File: src/rtl/rr_arbiter8.sv
// rr_arbiter8: round-robin arbiter; define ARB_TIMEOUT_EN to build the grant-hold timeout
module rr_arbiter8 #(
    parameter int N       = 8,
    parameter int IDXW    = 3,
    parameter int TIMEOUT = 16
) (
    input  logic            clk,
    input  logic            rst,
    input  logic [N-1:0]    req,
    input  logic            done,
    output logic [N-1:0]    gnt,
    output logic [IDXW-1:0] gnt_idx,
    output logic            gnt_valid,
    output logic            timeout
);
    typedef enum logic {IDLE, BUSY} state_t;
    state_t          state_q, state_d;
    logic [N-1:0]    gnt_q, gnt_d, arb_req;
    logic [IDXW-1:0] gnt_idx_q, gnt_idx_d, ptr_q, ptr_d, arb_ptr, next_ptr, win_idx;
    logic            gnt_valid_q, gnt_valid_d, timeout_q, timeout_d;
    logic            rel, upd, force_rel, win_found;
    if (IDXW != $clog2(N) || N < 2 || N > 16 || TIMEOUT < 1) begin : g_bad_param
        $error("rr_arbiter8: illegal parameter combination");
    end
`ifdef ARB_TIMEOUT_EN
    localparam int CW = $clog2(TIMEOUT) + 1;
    logic [CW-1:0] cnt_q, cnt_d;
    // forced release only when the owner would otherwise keep the grant
    assign force_rel = state_q == BUSY && cnt_q == CW'(TIMEOUT - 1) && !done && req[gnt_idx_q];
`else
    assign force_rel = 1'b0;
`endif
    // first requester at or after arb_ptr in cyclic ascending order
    always_comb begin
        int k;
        k         = 0;
        win_found = 1'b0;
        win_idx   = '0;
        for (int i = 0; i < N; i++) begin
            k = int'(arb_ptr) + i;
            k = k >= N ? k - N : k;
            if (!win_found && arb_req[k]) begin
                win_found = 1'b1;
                win_idx   = IDXW'(k);
            end
        end
    end
    // release detection, pointer advance and next grant selection
    always_comb begin
        rel         = state_q == BUSY && (done || !req[gnt_idx_q] || force_rel);
        upd         = state_q == IDLE || rel;
        next_ptr    = gnt_idx_q == IDXW'(N - 1) ? '0 : gnt_idx_q + 1'b1;
        arb_ptr     = rel ? next_ptr : ptr_q;
        arb_req     = rel ? req & ~gnt_q : (state_q == IDLE ? req : '0);
        ptr_d       = arb_ptr;
        state_d     = upd ? (win_found ? BUSY : IDLE) : BUSY;
        gnt_d       = upd ? (win_found ? ({{(N-1){1'b0}}, 1'b1} << win_idx) : '0) : gnt_q;
        gnt_idx_d   = upd ? win_idx : gnt_idx_q;
        gnt_valid_d = upd ? win_found : gnt_valid_q;
        timeout_d   = force_rel;
    end
`ifdef ARB_TIMEOUT_EN
    // hold counter restarts on every new grant
    always_comb begin
        cnt_d = upd ? '0 : cnt_q + 1'b1;
    end
    // hold counter register
    always_ff @(posedge clk) begin
        if (rst) cnt_q <= '0;
        else     cnt_q <= cnt_d;
    end
`endif
    // arbiter state and registered outputs
    always_ff @(posedge clk) begin
        if (rst) begin
            state_q     <= IDLE;
            ptr_q       <= '0;
            gnt_q       <= '0;
            gnt_idx_q   <= '0;
            gnt_valid_q <= 1'b0;
            timeout_q   <= 1'b0;
        end else begin
            state_q     <= state_d;
            ptr_q       <= ptr_d;
            gnt_q       <= gnt_d;
            gnt_idx_q   <= gnt_idx_d;
            gnt_valid_q <= gnt_valid_d;
            timeout_q   <= timeout_d;
        end
    end
    assign gnt       = gnt_q;
    assign gnt_idx   = gnt_idx_q;
    assign gnt_valid = gnt_valid_q;
    assign timeout   = timeout_q;
endmodule

File: config.mk
export PLATFORM = sky130hd
export DESIGN_NAME = rr_arbiter8
export DESIGN_NICKNAME = d
export VERILOG_FILES = /design/src/rtl/rr_arbiter8.sv
export SDC_FILE = /design/constraint.sdc
export NUM_CORES = 1
export LEC_CHECK = 0
export ABC_AREA = 1
export CELL_PAD_IN_SITES_DETAIL_PLACEMENT = 2
export CELL_PAD_IN_SITES_GLOBAL_PLACEMENT = 2
export CORE_ASPECT_RATIO = 0.7
export CORE_UTILIZATION = 32
export CTS_BUF_LIST = sky130_fd_sc_hd__clkbuf_8
export CTS_CLUSTER_SIZE = 40
export DETAILED_ROUTE_END_ITERATION = 10
export GPL_ROUTABILITY_DRIVEN = 1
export HOLD_SLACK_MARGIN = 0.12
export PLACE_DENSITY_LB_ADDON = 0.1
export SYNTH_ARGS = -nofsm -noshare
export SYNTH_HDL_FRONTEND = slang
export SYNTH_SLANG_ARGS = --single-unit
File: constraint.sdc
create_clock -name clk -period 7.7 [get_ports clk]
set_input_delay 1.54 -clock clk [delete_from_list [all_inputs] [get_ports clk]]
set_output_delay 1.54 -clock clk [all_outputs]
set_load 0.01 [all_outputs]
==> qor.txt <==
YS warnings - 0
Clk_lat worst skew - 0.26 ns
Netlist cell types - 28
Gr usage total - 0.2581
# resized after CTS - 0
WL/cell - 17.78 um
Clock root cell - clkbuf_8
Largest net degree at the start of global routing - 17
Hold Crit Class - reg2reg
Final period util - 0.6695
Synth area leaders - nand2_1 21%, dfxtp_1 18%, nand3_1 16%, inv_1 6.8%, a21oi_1 4.7%
Num CTS Buffers - 3
Clk sink count - 16
P_leak - 1.078 nW
Total vias in the final route - 2067
Post-synth top area share - 0.2056
Most used cell, CP - nand3_1
Final nets - 347
Status - finished clean
ANT cells - 0
Fmax - 0.1940 GHz
Proportion of layout cells with a drive suffix above 1 - 0.1420
RSZ-0062 raised after global routing - false
CTS clk-pin slew, worst paths - 0.07 ns
CTS tree - built
Slowest library cell on the worst path - clkdlybuf4s50_1
CP peak stage delay - 0.46 ns
Gate Count Post-Synth - 314
Post-DP HPWL - 5915 um
Core ar. - 0.005368 mm2
Port bufs - 22
Via-to-Cell Ratio - 5.129
Final Skew - 0.005640 ns
Inst Count DP - 399
WS Path Type - in2reg
Initial DRC count - 102
Die Width - 92.28 um
Initial Util - 0.3401
CP arrival - 5.33 ns
Final setup fails - 0
First-pass GRT wire length - 11760 um
CP endpoint kind - flip-flop
Actual transition at the worst max-transition pin - 0.8376 ns
Syn avg cell area - 5.814 um2
Routability cong. - 0.8550
Max_cap viols - 0
Final count of pins violating max slew - 0
Largest area contributor in the netlist - nand2_1
Max-slew headroom - 0.4396
Detail Route Antenna Nets - 0
Die height - 65.19 um
Post-route minimum period - 5.155 ns
Syn_nets - 329
Wirelength, routed - 7166 um
Crit path cell chain - clkdlybuf4s50_1 > inv_1 > nand2_1 > nand3_1 > nand3b_2 > nand3_4 > nand2_4 > nand2_1 > nand2_2 > inv_2 > ha_1 > inv_1 > nand3_1 > nand3_1 > nand2_1 > nand3_1 > nor2_1 > nor2_2 > nand2_1 > nor2_1 > nand3_1 > nor2_1 > nand3_1 > a21oi_1
FP Rows - 22
Synth top cells by count - 100 x nand2_1, 59 x nand3_1, 33 x inv_1, 17 x a21oi_1, 17 x nor2_1
Initial antenna violation count - 0
CP Max Fanout - 14
DRT Pass-1 Iters - 4
Max clock buf depth - 2
Layout overhead on the synthesized area - 16.31%
Final Non-Filler Cells - 403
Worst Path Required - 7.87 ns
Area of the mapped netlist - 0.001826 mm2
Top FF cell, synth - dfxtp_1
Worst VDD drop - 0.2143 mV
Count leader, synth - nand2_1
GRT overflow - 0
Seq/Total Area, Yosys - 0.1755
Async SR Flop Fraction - 0
I/O pin count - 24
Vias in the first global route - 2198
Final TNS setup - 0 ns
Pwr Density - 535.3 mW/mm2
DRC viols - 0
Area of the die - 0.006015 mm2
Post-synth EDFFs - 0
#FFs+latches synth - 16
Hold_buf cts - 0
Crit path launch type - input port
CTS HTree Levels - 1
Final hold violation count - 0
# Post-CTS Setup Buffers - 0
## cells by family (layout without fill, tap and decap cells)
family | after synthesis | after routing | share of synthesized area
AOI/OAI and AO/OA | 25 | 25 | 0.07265
xor gates and xnor gates | 2 | 2 | 0.01371
adders and majority gates | 4 | 4 | 0.02742
buffers and inverters | 48 | 65 | 0.1172
DFF | 16 | 16 | 0.1755
other | 1 | 1 | 0.002054
and+or+nand+nor | 218 | 218 | 0.5915
## critical path: cells and delay by family
family,cells,cell delay (ns)
AND/OR/NAND/NOR,18,2.26
AO/OA/AOI/OAI,1,0.16
adder cells (fa/ha/maj),1,0.40
buffers and inverters,4,0.94
## sequential cells by signal (all words and copies together), names as in the netlist
name / flops
gnt: 8
gnt_idx: 3
ptr_q: 3
gnt_valid: 1
state_q: 1
## layout by cell type, fill, tap and decap left out
master           Yosys  routed
ha_1                 4       4
nand3_4              1       1
xnor2_2              1       1
nand3b_1             1       1
inv_2                6       6
nand3_1             59      59
o21ai_0              6       6
nand2_2             13      13
clkbuf_8             0       4
nand3_2              6       6
or2_1                1       1
clkdlybuf4s50_1      0      22
dfxtp_1             16      16
nand4_1              6       6
nand2_1            100     100
nand3b_2             1       1
nor2_1              17      17
nand2_4              4       4
nand4_2              2       2
xor2_1               1       1
nor2_4               2       2
nor2_2               5       5
a21oi_1             17      17
a21oi_2              2       2
conb_1               1       1
inv_1               33      33
## path summary, 6_finish.rpt
| kind | startpoint | end | slack (ns) | cells past startpoint |
|---|---|---|---|---|
| hold reg to reg | gnt[6] | gnt[6] | 0.50 | 2 |
| hold / removal | gnt[6] | gnt[6] | 0.50 | 2 |
| setup reg to reg | gnt_idx[0] | gnt[5] | 3.69 | 23 |
| setup / recovery | req[1] | gnt[5] | 2.54 | 24 |
## metal layers
metal  up-vias  global-route usage  share of wire
met1       999              0.3982           0.55
li1       1046                   -              -
met2        18              0.3946           0.42
met3         4             0.02778          0.032
met4         0             0.02344         0.0033
met5         -                   0              0
## stage by stage
stage | setup WS, ns | instance area [um2] | power (W) | util | hold slack [ns]
final | 2.545 | 2123 | 0.001137 | 0.3956 | 0.5027
after global routing | 2.181 | 2123 | 0.001256 | 0.3956 | 0.5237
after CTS | 2.552 | 2123 | 0.001136 | 0.3956 | 0.5035
after detailed placement | 2.315 | 2068 | 0.001053 | 0.3853 | 0.4921
after global placement | 2.540 | 2068 | 0.001027 | 0.3853 | 0.4885
after floorplan | 3.657 | 1826 | 0.0007981 | - | 0.4965
## report_power, final
part	internal (W)	total, W	leakage, nW	switching [W]
logic	0.000274	0.000919	0.918	0.000645
clock network	0.0000455	0.0000798	0.0288	0.0000344
registers	0.000106	0.000137	0.131	0.0000312
total	0.000426	0.00114	1.08	0.000711
## final cells by class
cell class	instances	area [um2]
Fill cell	715	3244
Multi-Input combinational cell	250	1291
Sequential cell	16	320.3
Timing Repair Buffer	22	220.2
Inverter	39	146.4
Tap cell	72	90.09
Clock buffer	4	55.05
(Power assumes the default switching activity.)
